$ cat config.mk
export PLATFORM = sky130hd
export DESIGN_NAME = mem_req_ctrl_flat
export DESIGN_NICKNAME = d
export VERILOG_FILES = /design/src/rtl/mem_req_ctrl_if.sv /design/src/rtl/mem_req_ctrl.sv /design/src/flat_wrapper.sv
export SDC_FILE = /design/constraint.sdc
export NUM_CORES = 1
export LEC_CHECK = 0
export CELL_PAD_IN_SITES_DETAIL_PLACEMENT = 1
export CELL_PAD_IN_SITES_GLOBAL_PLACEMENT = 1
export CORE_ASPECT_RATIO = 0.75
export CORE_MARGIN = 1.5
export CORE_UTILIZATION = 37
export CTS_BUF_LIST = sky130_fd_sc_hd__clkbuf_2 sky130_fd_sc_hd__clkbuf_4 sky130_fd_sc_hd__clkbuf_8
export DETAILED_ROUTE_END_ITERATION = 10
export GPL_ROUTABILITY_DRIVEN = 0
export GPL_TIMING_DRIVEN = 0
export PLACE_DENSITY_LB_ADDON = 0.1
export SLEW_MARGIN = 20
export SYNTH_ARGS = -nofsm -noshare
export SYNTH_HDL_FRONTEND = slang
export SYNTH_SLANG_ARGS = --single-unit
$ cat constraint.sdc
create_clock -name clk -period 1.9 [get_ports clk]
set_input_delay 0.475 -clock clk [delete_from_list [all_inputs] [get_ports clk]]
set_output_delay 0.475 -clock clk [all_outputs]
set_load 0.005 [all_outputs]
$ cat src/rtl/mem_req_ctrl_if.sv
// mem_req_ctrl_if: command, response and memory-port signals of the request controller
interface mem_req_ctrl_if #(
    parameter int WIDTH = 2,
    parameter int PSIZE = 2
);
    logic             cmd_valid;
    logic             cmd_ready;
    logic             cmd_wr;
    logic [PSIZE-1:0] cmd_addr;
    logic [WIDTH-1:0] cmd_data;
    logic             rsp_valid;
    logic             rsp_ready;
    logic [WIDTH-1:0] rsp_data;
    logic             mem_wr;
    logic             mem_rd;
    logic [PSIZE-1:0] mem_wr_addr;
    logic [PSIZE-1:0] mem_rd_addr;
    logic [WIDTH-1:0] mem_wr_data;
    logic [WIDTH-1:0] mem_rd_data;
    logic [7:0]       wr_cnt;
    logic [7:0]       rd_cnt;

    modport master (
        output cmd_valid, cmd_wr, cmd_addr, cmd_data, rsp_ready, mem_rd_data,
        input  cmd_ready, rsp_valid, rsp_data, mem_wr, mem_rd,
               mem_wr_addr, mem_rd_addr, mem_wr_data, wr_cnt, rd_cnt
    );

    modport slave (
        input  cmd_valid, cmd_wr, cmd_addr, cmd_data, rsp_ready, mem_rd_data,
        output cmd_ready, rsp_valid, rsp_data, mem_wr, mem_rd,
               mem_wr_addr, mem_rd_addr, mem_wr_data, wr_cnt, rd_cnt
    );
endinterface

$ cat src/rtl/mem_req_ctrl.sv
// mem_req_ctrl: one-at-a-time command controller in front of a registered, half-swapping memory
module mem_req_ctrl #(
    parameter int WIDTH = 2,
    parameter int PSIZE = 2,
    parameter int DEPTH = 2**PSIZE
) (
    input logic clk,
    input logic rst_n,
    mem_req_ctrl_if.slave bus
);
    typedef enum logic [1:0] {IDLE, ISSUE, CAPTURE, RESP} state_t;
    localparam logic [PSIZE:0] HALF = (PSIZE+1)'(DEPTH / 2);
    state_t state;
    logic [WIDTH-1:0] wr_word;
    // the memory stores upper-half words with their halves swapped, so pre-swap them to cancel it
    always_comb wr_word = ({1'b0, bus.cmd_addr} >= HALF) ? {bus.cmd_data[WIDTH/2-1:0], bus.cmd_data[WIDTH-1:WIDTH/2]} : bus.cmd_data;
    // controller FSM; every output is a register, strobes live only in ISSUE
    always_ff @(posedge clk or negedge rst_n) begin
        if (!rst_n) begin
            state           <= IDLE;
            bus.cmd_ready   <= 1'b0;
            bus.rsp_valid   <= 1'b0;
            bus.rsp_data    <= '0;
            bus.mem_wr      <= 1'b0;
            bus.mem_rd      <= 1'b0;
            bus.mem_wr_addr <= '0;
            bus.mem_rd_addr <= '0;
            bus.mem_wr_data <= '0;
            bus.wr_cnt      <= '0;
            bus.rd_cnt      <= '0;
        end else begin
            bus.mem_wr <= 1'b0;
            bus.mem_rd <= 1'b0;
            case (state)
                IDLE: begin
                    bus.cmd_ready <= 1'b1;
                    if (bus.cmd_valid && bus.cmd_ready) begin
                        state         <= ISSUE;
                        bus.cmd_ready <= 1'b0;
                        if (bus.cmd_wr) begin
                            bus.mem_wr      <= 1'b1;
                            bus.mem_wr_addr <= bus.cmd_addr;
                            bus.mem_wr_data <= wr_word;
                        end else begin
                            bus.mem_rd      <= 1'b1;
                            bus.mem_rd_addr <= bus.cmd_addr;
                        end
                    end
                end
                ISSUE: begin
                    if (bus.mem_wr) begin
                        state         <= IDLE;
                        bus.cmd_ready <= 1'b1;
                        bus.wr_cnt    <= bus.wr_cnt + 8'd1;
                    end else begin
                        state <= CAPTURE;
                    end
                end
                CAPTURE: begin
                    state         <= RESP;
                    bus.rsp_data  <= bus.mem_rd_data;
                    bus.rsp_valid <= 1'b1;
                end
                RESP: begin
                    if (bus.rsp_ready) begin
                        state         <= IDLE;
                        bus.rsp_valid <= 1'b0;
                        bus.cmd_ready <= 1'b1;
                        bus.rd_cnt    <= bus.rd_cnt + 8'd1;
                    end
                end
                default: state <= IDLE;
            endcase
        end
    end
endmodule

$ cat src/flat_wrapper.sv
// flat-port wrapper written by rule: the top's interface ports become plain ports
module mem_req_ctrl_flat 
#(
    parameter int WIDTH = 2,
    parameter int PSIZE = 2,
    parameter int DEPTH = 2**PSIZE
)
  (clk, rst_n, bus_cmd_valid, bus_cmd_wr, bus_cmd_addr, bus_cmd_data, bus_rsp_ready, bus_mem_rd_data, bus_cmd_ready, bus_rsp_valid, bus_rsp_data, bus_mem_wr, bus_mem_rd, bus_mem_wr_addr, bus_mem_rd_addr, bus_mem_wr_data, bus_wr_cnt, bus_rd_cnt);
  mem_req_ctrl_if #(.WIDTH(WIDTH), .PSIZE(PSIZE)) bus_i ();
  input logic clk;
  input logic rst_n;
  input wire logic [$bits(bus_i.cmd_valid)-1:0] bus_cmd_valid;
  input wire logic [$bits(bus_i.cmd_wr)-1:0] bus_cmd_wr;
  input wire logic [$bits(bus_i.cmd_addr)-1:0] bus_cmd_addr;
  input wire logic [$bits(bus_i.cmd_data)-1:0] bus_cmd_data;
  input wire logic [$bits(bus_i.rsp_ready)-1:0] bus_rsp_ready;
  input wire logic [$bits(bus_i.mem_rd_data)-1:0] bus_mem_rd_data;
  output wire logic [$bits(bus_i.cmd_ready)-1:0] bus_cmd_ready;
  output wire logic [$bits(bus_i.rsp_valid)-1:0] bus_rsp_valid;
  output wire logic [$bits(bus_i.rsp_data)-1:0] bus_rsp_data;
  output wire logic [$bits(bus_i.mem_wr)-1:0] bus_mem_wr;
  output wire logic [$bits(bus_i.mem_rd)-1:0] bus_mem_rd;
  output wire logic [$bits(bus_i.mem_wr_addr)-1:0] bus_mem_wr_addr;
  output wire logic [$bits(bus_i.mem_rd_addr)-1:0] bus_mem_rd_addr;
  output wire logic [$bits(bus_i.mem_wr_data)-1:0] bus_mem_wr_data;
  output wire logic [$bits(bus_i.wr_cnt)-1:0] bus_wr_cnt;
  output wire logic [$bits(bus_i.rd_cnt)-1:0] bus_rd_cnt;
  assign bus_i.cmd_valid = bus_cmd_valid;
  assign bus_i.cmd_wr = bus_cmd_wr;
  assign bus_i.cmd_addr = bus_cmd_addr;
  assign bus_i.cmd_data = bus_cmd_data;
  assign bus_i.rsp_ready = bus_rsp_ready;
  assign bus_i.mem_rd_data = bus_mem_rd_data;
  assign bus_cmd_ready = bus_i.cmd_ready;
  assign bus_rsp_valid = bus_i.rsp_valid;
  assign bus_rsp_data = bus_i.rsp_data;
  assign bus_mem_wr = bus_i.mem_wr;
  assign bus_mem_rd = bus_i.mem_rd;
  assign bus_mem_wr_addr = bus_i.mem_wr_addr;
  assign bus_mem_rd_addr = bus_i.mem_rd_addr;
  assign bus_mem_wr_data = bus_i.mem_wr_data;
  assign bus_wr_cnt = bus_i.wr_cnt;
  assign bus_rd_cnt = bus_i.rd_cnt;
  mem_req_ctrl #(.WIDTH(WIDTH), .PSIZE(PSIZE), .DEPTH(DEPTH)) u_core (.clk(clk), .rst_n(rst_n), .bus(bus_i));
endmodule
* After elaboration in Yosys (flattened, before gate mapping)
Index checks and enable logic that the tools add are counted. W data, S select, Z words.
Storage, ports and cells: word-level logic and storage cells 49, bits of input ports 11, flip-flop bits (word level) 30, output and inout port bits 28
Cells by class: bitwise operators 1, equality and inequality tests 6, order comparisons 1, muxes and demuxes 17, reduce and logical (&&, ||, !) cells 11, add/subtract/negate cells 2
Operators with widths (count):
- $add A8 B1 Y8 const B | 2
- $mux W1 | 10
- $reduce_and A3 Y1 | 3
- $mux W2 | 4
- $pmux W2 S4 | 1
- $reduce_and A2 Y1 | 4
- $eq A2 B2 Y1 const B | 2
- $ne A2 B1 Y1 const B | 2
- $pmux W1 S3 | 1
- $reduce_bool A3 Y1 | 1
- $eq A2 B1 Y1 const B | 1
- $ge A2 B2 Y1 const B | 1
- $logic_not A2 Y1 | 1
- $ne A2 B2 Y1 const B | 1
- $pmux W1 S2 | 1
- $reduce_bool A2 Y1 | 1
- $logic_and A1 B1 Y1 | 1
- $not A1 Y1 | 1

* Logic depth before layout (Yosys ltp)
Gate-level depths: netlist (run 1).
word-level depth 3, depth in mapped cells 4, depth with buffers taken out 4

* Worst setup path after synthesis (run 1)
OpenSTA, ideal clock, no wires.
path kind register -> register, start point register with a tool-made name, end point register u_core.bus.mem_wr_addr[0] in the netlist's numbering, arrival time 1.261 ns, path buffers 1, cell stages (with the launch flop) 5, period minus slack after synthesis 1.386 ns, path slack 0.514 ns, data required time 1.775 ns, library setup time 0.125 ns, path through dfrtp_1 -> nand4bb_1 -> or2_1 -> buf_6 -> mux2_4
RTL lines:
- end signal, assigned | line mem_req_ctrl.sv:42 | bus.mem_wr_addr <= bus.cmd_addr;
- end, declared | line mem_req_ctrl_if.sv:32 | mem_wr_addr, mem_rd_addr, mem_wr_data, wr_cnt, rd_cnt

* Worst setup path in the final report (run 1)
start point register u_core.bus.wr_cnt[0] in the netlist's numbering, end point output bus_wr_cnt[0]
RTL lines:
- start, declared | line mem_req_ctrl_if.sv:32
- start signal, assigned | line mem_req_ctrl.sv:54 | bus.wr_cnt <= bus.wr_cnt + 8'd1;
- end, declared | line flat_wrapper.sv:26 | output wire logic [$bits(bus_i.wr_cnt)-1:0] bus_wr_cnt;
No word-level cell between the ends.

==> impl_table.tex, run 1 <==
\begin{tabular}{lr}
\hline
Metric & Value \\
\hline
\multicolumn{2}{l}{\textbf{Setup path}} \\
Max stage delay cell, worst path & sky130\_fd\_sc\_hd\_\_clkdlybuf4s50\_1 \\
Cells on worst reg2reg path & 4 \\
Worst path cell trace & clkdlybuf4s50\_1 \\
Maximum fanout encountered on the critical timing path & 5 \\
Highest cell delay on the worst timing path & 0.53 ns \\
Critical path type & flip-flop to output port \\
Crit path max-delay family & buffers and inverters \\
Reg-to-reg endpoint & u\_core.bus.mem\_wr\_data[0]\$\_DFFE\_PN0P\_ \\
Launching element type of the critical path & flip-flop \\
Worst endpoint data arrival time & 1.24 ns \\
Type of element capturing the critical path & output port \\
Worst path required time & 1.42 ns \\
Buf/Inv on CP & 1 \\
Minimum setup slack among reg-to-reg paths & 0.34 ns \\
\multicolumn{2}{l}{\textbf{Outcome}} \\
Result of the run & finished, final reports clean \\
\multicolumn{2}{l}{\textbf{Clocking}} \\
Clock Pin Slew Worst Setup and Hold Paths & 0.06 ns \\
Maximum number of buffers from clock root to sink & 2 \\
Number of CTS-inserted buffers & 5 \\
Gates resized, CTS repair & 0 \\
Source-to-sink clock delay at the later pin of the worst-skew pair & 0.27 ns \\
Number of sinks on the clock net & 30 \\
CTS Root Buffer Type & sky130\_fd\_sc\_hd\_\_clkbuf\_8 \\
Number of buffers inserted to repair setup after CTS & 0 \\
CTS tree & yes \\
Number of hold buffers added after CTS & 0 \\
Level count of the clock H-tree & 2 \\
\multicolumn{2}{l}{\textbf{Global route}} \\
Gr ovfl total & 0 \\
First-pass GRT wire length & 4.367 mm \\
Global-route usage over all layers & 15.65\% \\
Number of global-route vias before repair & 945 \\
Maximum number of pins on one net before global-route repair & 31 \\
Antenna violations before repair & 0 \\
\multicolumn{2}{l}{\textbf{STA}} \\
Shortest clock period the worst path allows after layout & 1.714 ns \\
Least-Margin Pin Slew & 0.6634 ns \\
RSZ-0062 raised after global routing & no \\
Number of max-slew violations in the final report & 0 \\
Final setup fails & 0 \\
Fmax achieved & 583.3 MHz \\
Final cycle utilization of the critical path & 90.22\% \\
Worst hold slack across all endpoints & 0.2263 ns \\
Final hold violations & 0 \\
Max\_slew headroom & 55.77\% \\
Worst Clk Skew & 0.005115 ns \\
\multicolumn{2}{l}{\textbf{Floorplan}} \\
Row Count & 18 \\
Die area & 3786 µm² \\
Die W & 70.55 µm \\
I/O pin count & 39 \\
Starting utilization of the core area & 38.51\% \\
Core area & 3288 µm² \\
Height of the chip & 53.66 µm \\
\multicolumn{2}{l}{\textbf{Place}} \\
Area post-placement & 1692 µm² \\
Half-perimeter wire length after placement & 1.906 mm \\
Number of buffer cells added on primary ports & 38 \\
\multicolumn{2}{l}{\textbf{Routing}} \\
Routed wire length & 2.606 mm \\
Routed Antenna Nets & 0 \\
Via-to-Cell Ratio & 4.956 \\
Number of optimization iterations in the first detailed-route pass & 4 \\
Routed len/inst & 14.32 µm \\
Via total after detailed routing & 902 \\
DRC & 0 \\
Starting DRT DRC Count & 19 \\
\multicolumn{2}{l}{\textbf{Pwr}} \\
Reg power frac & 45.2\% \\
NetSw & 0.0006410 W \\
Worst IR Drop VDD & 0.6593 mV \\
Switching power as a share of total power & 28.06\% \\
Areal power density over the cells & 1287 nW/µm² \\
Final Power & 0.002284 W \\
Combinational power share & 33.2\% \\
Static leakage & 0.8356 nW \\
Internal power & 0.001643 W \\
Part of the total power dissipated in the clock network & 21.6\% \\
\multicolumn{2}{l}{\textbf{Cells and area}} \\
Area added between synthesis and finish & 40.22\% \\
Layout cell share with drive strength beyond 1 & 15.49\% \\
Final nets & 155 \\
Filler cells & 340 \\
Post-route cell area & 1775 µm² \\
Antenna cell count & 0 \\
\multicolumn{2}{l}{\textbf{Yosys}} \\
Library cell with the largest summed area after synthesis & sky130\_fd\_sc\_hd\_\_dfrtp\_1 \\
Flip-flop and latch count after synthesis & 30 \\
Sequential area share after synthesis & 59.29\% \\
Distinct cells, synth & 25 \\
Cell types with the largest area share after synthesis & sky130\_fd\_sc\_hd\_\_dfrtp\_1 59\%, sky130\_fd\_sc\_hd\_\_mux2\_2 7.1\%, sky130\_fd\_sc\_hd\_\_xor2\_1 6.2\% \\
Number of instances in the synthesized netlist & 97 \\
Net count after synthesis & 110 \\
Syn Area/Cell & 13.05 µm² \\
Warnings from Yosys & 0 \\
Yosys top cell area share & 59.29\% \\
Syn Std Cell Area & 1266 µm² \\
\multicolumn{2}{l}{\textbf{Min path}} \\
Worst min-delay path class & input pin to asynchronous set/reset pin \\
\multicolumn{2}{l}{\textbf{Run}} \\
Number of max-capacitance violations reported & 0 \\
\hline
\end{tabular}
==> cells by family after synthesis <==
logic type | count (synthesis) | share of synthesized area, %
and+or+nand+nor | 29 | 12.45
muxes | 12 | 11.86
adders and majority gates | 2 | 1.976
AOI/OAI and AO/OA | 5 | 2.668
buffers and inverters | 5 | 2.075
DFF | 30 | 59.29
xor gates and xnor gates | 14 | 9.684
==> cell usage in the layout (no fill, tap or decap), drive strengths merged <==
| master | n |
|---|---|
| nor4 | 1 |
| dfrtp | 30 |
| xnor2 | 5 |
| nand4 | 1 |
| nand4bb | 1 |
| buf | 2 |
| ha | 2 |
| nand4b | 1 |
| and3 | 1 |
| xor2 | 9 |
| clkdlybuf4s50 | 37 |
| or2 | 1 |
| o22ai | 1 |
| inv | 4 |
| a21boi | 2 |
| a21o | 1 |
| a21oi | 1 |
| nand3b | 1 |
| nand3 | 6 |
| mux2 | 12 |
| clkbuf | 7 |
| nor3 | 4 |
| and4 | 1 |
| or2b | 1 |
| nand2 | 5 |
| nor2 | 5 |
==> per-layer routing <==
metal	vias to the layer above	share of wire (%)	GRT usage (%)	wire, µm
met1	448	46	19.48	1193
li1	422	-	-	-
met3	3	7.0	5.993	183
met2	29	46	25.00	1196
met5	-	0	0	0
met4	0	1.3	6.604	33
==> power by group through the flow <==
stage | Sequential (W) | Clock (W) | Combinational [W]
after CTS | 0.00104 | 0.000518 | 0.000775
after global routing | 0.00107 | 0.000548 | 0.000833
after detailed placement | 0.00105 | 0 | 0.000772
after floorplan | 0.00102 | 0 | 0.000315
after global placement | 0.00103 | 0 | 0.000753
final | 0.00103 | 0.000493 | 0.000758
==> worst max path at each step <==
stage                                startpoint                                    end  slack (ns)  cells after the start
5_1_grt        u_core.bus.wr_cnt[0]$_DFFE_PN0P_                          bus_wr_cnt[0]        0.12                      1
4_1_cts        u_core.bus.rd_cnt[3]$_DFFE_PN0P_                          bus_rd_cnt[3]        0.18                      1
2_1_floorplan                         flip-flop  u_core.bus.mem_wr_addr[0]$_DFFE_PN0P_        0.51                      4
3_3_place_gp                              rst_n  u_core.bus.mem_wr_data[0]$_DFFE_PN0P_       -0.20                      1
3_5_place_dp                      bus_cmd_valid  u_core.bus.mem_wr_addr[0]$_DFFE_PN0P_       -0.06                      5
6_report       u_core.bus.wr_cnt[0]$_DFFE_PN0P_                          bus_wr_cnt[0]        0.19                      1
==> registers in the layout, indices dropped and copies added, names as in the netlist, 2 cells and up, named ones only <==
signal and count:
u_core.bus.mem_wr_addr 2, u_core.bus.wr_cnt 8, u_core.bus.rsp_data 2, u_core.bus.mem_rd_addr 2, u_core.bus.mem_wr_data 2, u_core.bus.rd_cnt 8
==> synthesized netlist by cell type <==
cell	count
sky130_fd_sc_hd__dfrtp_1	30
sky130_fd_sc_hd__xor2_1	9
sky130_fd_sc_hd__mux2_2	8
sky130_fd_sc_hd__nand3_1	6
sky130_fd_sc_hd__nand2_1	5
sky130_fd_sc_hd__nor2_1	5
sky130_fd_sc_hd__xnor2_1	5
sky130_fd_sc_hd__inv_1	4
sky130_fd_sc_hd__mux2_4	4
sky130_fd_sc_hd__nor3_1	4
sky130_fd_sc_hd__a21boi_0	2
sky130_fd_sc_hd__ha_1	2
sky130_fd_sc_hd__a21o_1	1
sky130_fd_sc_hd__a21oi_1	1
sky130_fd_sc_hd__and3_1	1
sky130_fd_sc_hd__and4_2	1
sky130_fd_sc_hd__buf_6	1
sky130_fd_sc_hd__nand3b_1	1
sky130_fd_sc_hd__nand4_1	1
sky130_fd_sc_hd__nand4b_1	1
sky130_fd_sc_hd__nand4bb_1	1
sky130_fd_sc_hd__nor4_1	1
sky130_fd_sc_hd__o22ai_1	1
sky130_fd_sc_hd__or2_1	1
sky130_fd_sc_hd__or2b_1	1
==> metrics by stage <==
step / cells / setup TNS (ns) / setup WS, ns / util (%)
3_5_place_dp: 175 / -0.2376 / -0.06081 / 51.45
6_report: 182 / 0 / 0.1858 / 54.00
4_1_cts: 182 / 0 / 0.1765 / 54.00
2_1_floorplan: 97 / 0 / 0.5143 / -
5_1_grt: 182 / 0 / 0.1207 / 54.00
3_3_place_gp: 175 / -6.054 / -0.1995 / 51.60
==> layout make-up <==
class,instances,area (µm²),share of cell area [%]
plain buffers,1,11.26,0.6343
multi-input cells,62,489.2,27.55
inverters,4,15.01,0.8457
well taps,40,50.05,2.819
flip-flops and latches,30,750.7,42.28
clock buffers,7,83.83,4.722
repair buffers,38,375.4,21.14
(Power assumes the default switching activity.)
==> run 2: changes to the inputs <==
--- a/config.mk
+++ b/config.mk
@@ -14,6 +14,7 @@
 export DETAILED_ROUTE_END_ITERATION = 10
 export GPL_ROUTABILITY_DRIVEN = 0
 export GPL_TIMING_DRIVEN = 0
+export MAX_ROUTING_LAYER = met4
 export PLACE_DENSITY_LB_ADDON = 0.1
 export SLEW_MARGIN = 20
 export SYNTH_ARGS = -nofsm -noshare
==> results of run 2 <==
No change in the layout: final DEF, timing and power equal those of run 1.
Among the figures that moved: overall routing resource usage 15.65% -> 16.14%
==> run 3: changes to the inputs <==
--- a/config.mk
+++ b/config.mk
@@ -5,16 +5,16 @@
 export SDC_FILE = /design/constraint.sdc
 export NUM_CORES = 1
 export LEC_CHECK = 0
+export ABC_AREA = 1
 export CELL_PAD_IN_SITES_DETAIL_PLACEMENT = 1
 export CELL_PAD_IN_SITES_GLOBAL_PLACEMENT = 1
 export CORE_ASPECT_RATIO = 0.75
 export CORE_MARGIN = 1.5
-export CORE_UTILIZATION = 37
+export CORE_UTILIZATION = 36
 export CTS_BUF_LIST = sky130_fd_sc_hd__clkbuf_2 sky130_fd_sc_hd__clkbuf_4 sky130_fd_sc_hd__clkbuf_8
 export DETAILED_ROUTE_END_ITERATION = 10
 export GPL_ROUTABILITY_DRIVEN = 0
 export GPL_TIMING_DRIVEN = 0
-export MAX_ROUTING_LAYER = met4
 export PLACE_DENSITY_LB_ADDON = 0.1
 export SLEW_MARGIN = 20
 export SYNTH_ARGS = -nofsm -noshare
==> impl_table.tex, run 3 <==
\begin{tabular}{lr}
\hline
Metric & Value \\
\hline
\multicolumn{2}{l}{\textbf{Cells and area}} \\
Filler cells & 450 \\
Biggest regs & u\_core.bus.rd\_cnt x8, u\_core.bus.wr\_cnt x8 \\
Antenna cell count & 0 \\
Most common cell after layout, fill and taps aside & sky130\_fd\_sc\_hd\_\_nand2\_1 \\
Final cell count without fillers & 250 \\
Final nets & 210 \\
Post-route cell area & 1906 µm² \\
Area added between synthesis and finish & 39.09\% \\
Commonest non-fill, non-tap cells in the layout & 54 x sky130\_fd\_sc\_hd\_\_nand2\_1, 37 x sky130\_fd\_sc\_hd\_\_clkdlybuf4s50\_1, 30 x sky130\_fd\_sc\_hd\_\_dfrtp\_1 \\
Layout cell share with drive strength beyond 1 & 10.10\% \\
\multicolumn{2}{l}{\textbf{Yosys}} \\
Yosys top cell area share & 54.79\% \\
Fraction of the mapped netlist area in adder cells & 1.826\% \\
Async SR Flop Fraction & 100.0\% \\
Main combinational cell family by area after synthesis & simple AND/OR/NAND/NOR gates \\
Number of flops mapped to enable cells by yosys & 0 \\
Mux contribution to synthesized area & 1.644\% \\
Cell types with the largest area share after synthesis & sky130\_fd\_sc\_hd\_\_dfrtp\_1 55\%, sky130\_fd\_sc\_hd\_\_nand2\_1 15\%, sky130\_fd\_sc\_hd\_\_inv\_1 6.0\% \\
Library cell with the largest summed area after synthesis & sky130\_fd\_sc\_hd\_\_dfrtp\_1 \\
Cell with the most instances after synthesis & sky130\_fd\_sc\_hd\_\_nand2\_1 \\
Net count after synthesis & 165 \\
Main synth FF type & sky130\_fd\_sc\_hd\_\_dfrtp\_1 \\
Number of instances in the synthesized netlist & 152 \\
Syn Area/Cell & 9.014 µm² \\
Simple-gate area share of the yosys netlist & 27.49\% \\
Flip-flop and latch count after synthesis & 30 \\
Synth Area in Compound Gates & 2.557\% \\
Warnings from Yosys & 0 \\
Commonest cells post-synth & 54 x sky130\_fd\_sc\_hd\_\_nand2\_1, 30 x sky130\_fd\_sc\_hd\_\_dfrtp\_1, 22 x sky130\_fd\_sc\_hd\_\_inv\_1, 10 x sky130\_fd\_sc\_hd\_\_nand3\_1, 5 x sky130\_fd\_sc\_hd\_\_nor2\_1 \\
Distinct cells, synth & 17 \\
Xor/xnor cell area share of the yosys netlist & 5.114\% \\
Syn Std Cell Area & 1370 µm² \\
Sequential area share after synthesis & 54.79\% \\
\multicolumn{2}{l}{\textbf{STA}} \\
Final cycle utilization of the critical path & 91.31\% \\
Number of max-slew violations in the final report & 0 \\
Sum Neg Setup Slack & 0 ns \\
Fmax achieved & 576.4 MHz \\
Worst Clk Skew & 0.003751 ns \\
Final hold violations & 0 \\
Final setup fails & 0 \\
Least-Margin Pin Slew & 0.6771 ns \\
Shortest clock period the worst path allows after layout & 1.735 ns \\
Max\_slew headroom & 54.86\% \\
Worst hold slack across all endpoints & 0.2273 ns \\
RSZ-0062 raised after global routing & no \\
\multicolumn{2}{l}{\textbf{Global route}} \\
Gr ovfl total & 0 \\
Antenna violations before repair & 0 \\
First-pass GRT wire length & 5.713 mm \\
Global-route usage over all layers & 18.87\% \\
Maximum number of pins on one net before global-route repair & 31 \\
Number of global-route vias before repair & 1193 \\
\multicolumn{2}{l}{\textbf{Setup path}} \\
Maximum fanout encountered on the critical timing path & 4 \\
Worst endpoint data arrival time & 1.26 ns \\
Critical path type & flip-flop to output port \\
Highest cell delay on the worst timing path & 0.54 ns \\
Buf/Inv on CP & 1 \\
Worst path required time & 1.42 ns \\
Worst path cell trace & clkdlybuf4s50\_1 \\
Launching element type of the critical path & flip-flop \\
Max stage delay cell, worst path & sky130\_fd\_sc\_hd\_\_clkdlybuf4s50\_1 \\
Type of element capturing the critical path & output port \\
Crit path max-delay family & buffers and inverters \\
\multicolumn{2}{l}{\textbf{Routing}} \\
Routed Antenna Nets & 0 \\
Starting DRT DRC Count & 36 \\
Via-to-Cell Ratio & 4.564 \\
Via total after detailed routing & 1141 \\
DRC & 0 \\
Number of optimization iterations in the first detailed-route pass & 4 \\
Routed len/inst & 13.37 µm \\
Routed wire length & 3.343 mm \\
\multicolumn{2}{l}{\textbf{Run}} \\
Number of max-capacitance violations reported & 0 \\
\multicolumn{2}{l}{\textbf{Clocking}} \\
Maximum number of buffers from clock root to sink & 2 \\
Level count of the clock H-tree & 2 \\
Gates resized, CTS repair & 0 \\
CTS tree & yes \\
CTS Root Buffer Type & sky130\_fd\_sc\_hd\_\_clkbuf\_8 \\
Clock Pin Slew Worst Setup and Hold Paths & 0.06 ns \\
Number of buffers inserted to repair setup after CTS & 0 \\
Number of hold buffers added after CTS & 0 \\
Number of CTS-inserted buffers & 5 \\
Source-to-sink clock delay at the later pin of the worst-skew pair & 0.28 ns \\
Number of sinks on the clock net & 30 \\
\multicolumn{2}{l}{\textbf{Floorplan}} \\
Die W & 74.24 µm \\
Core area & 3661 µm² \\
Die area & 4189 µm² \\
Height of the chip & 56.43 µm \\
I/O pin count & 39 \\
Starting utilization of the core area & 37.42\% \\
Row Count & 19 \\
\multicolumn{2}{l}{\textbf{Place}} \\
Number of buffer cells added on primary ports & 38 \\
Area post-placement & 1810 µm² \\
Half-perimeter wire length after placement & 2.549 mm \\
Number of instances in the placed design & 242 \\
\multicolumn{2}{l}{\textbf{Pwr}} \\
Areal power density over the cells & 1249 nW/µm² \\
Worst IR Drop VDD & 0.6762 mV \\
Static leakage & 0.9421 nW \\
\multicolumn{2}{l}{\textbf{Outcome}} \\
Result of the run & finished, final reports clean \\
\multicolumn{2}{l}{\textbf{Min path}} \\
Worst min-delay path class & input pin to asynchronous set/reset pin \\
\hline
\end{tabular}
==> run 3: power by group <==
part           switching, W  leakage, nW  total (W)  internal [W]
registers          0.000213        0.369    0.00105      0.000833
clock network      0.000231       0.0517   0.000536      0.000306
logic              0.000339        0.521   0.000798      0.000459
total              0.000783        0.942    0.00238       0.00160
==> run 3: final timing paths <==
kind,startpoint,endpoint,depth (start not counted),slack (ns)
max in group asynchronous,rst_n,u_core.bus.wr_cnt[5]$_DFFE_PN0P_,1,1.23
hold reg to reg,u_core.bus.rsp_valid$_DFFE_PN0P_,u_core.bus.rsp_valid$_DFFE_PN0P_,2,0.48
hold / removal,rst_n,u_core.bus.rsp_data[1]$_DFFE_PN0P_,1,0.23
setup / recovery,u_core.bus.mem_wr$_DFF_PN0_,bus_mem_wr,1,0.17
min in group clk,u_core.bus.rsp_valid$_DFFE_PN0P_,u_core.bus.rsp_valid$_DFFE_PN0P_,2,0.48
setup reg to reg,u_core.state[0]$_DFFE_PN0P_,u_core.bus.mem_wr_data[0]$_DFFE_PN0P_,6,0.53
==> run 3: area by class of cell <==
type	instances	area, µm²	share of cell area (%)
clock buffer	7	90.09	4.728
clock inverter	1	5.005	0.2626
inverter	24	90.09	4.728
multi-input combinational	98	529.3	27.77
sequential	30	750.7	39.40
tap	52	65.06	3.414
timing repair buffer	38	375.4	19.70
==> run 3: layer usage <==
layer / global-route usage (%) / vias up / part of all wire (%)
met5: 0 / - / 0
met4: 7.792 / 0 / 1.8
met3: 6.822 / 6 / 5.0
met2: 29.85 / 28 / 48
met1: 23.16 / 556 / 45
li1: - / 551 / -
==> run 3: logic make-up after synthesis <==
| logic type | after synthesis |
|---|---|
| buffers and inverters | 24 |
| XOR/XNOR | 8 |
| flip-flops | 30 |
| multiplexers | 2 |
| adder cells (fa/ha/maj) | 2 |
| AND/OR/NAND/NOR | 79 |
| AO/OA/AOI/OAI | 7 |
==> run 3: metrics by stage <==
step / utilization, % / total power, W / setup WS, ns
after floorplan: - / 0.001362 / 0.7637
after global placement: 49.59 / 0.001801 / -0.2154
after detailed placement: 49.45 / 0.001865 / 0.1800
after CTS: 52.05 / 0.002419 / 0.1476
after global routing: 52.05 / 0.002572 / 0.09966
final: 52.05 / 0.002381 / 0.1651
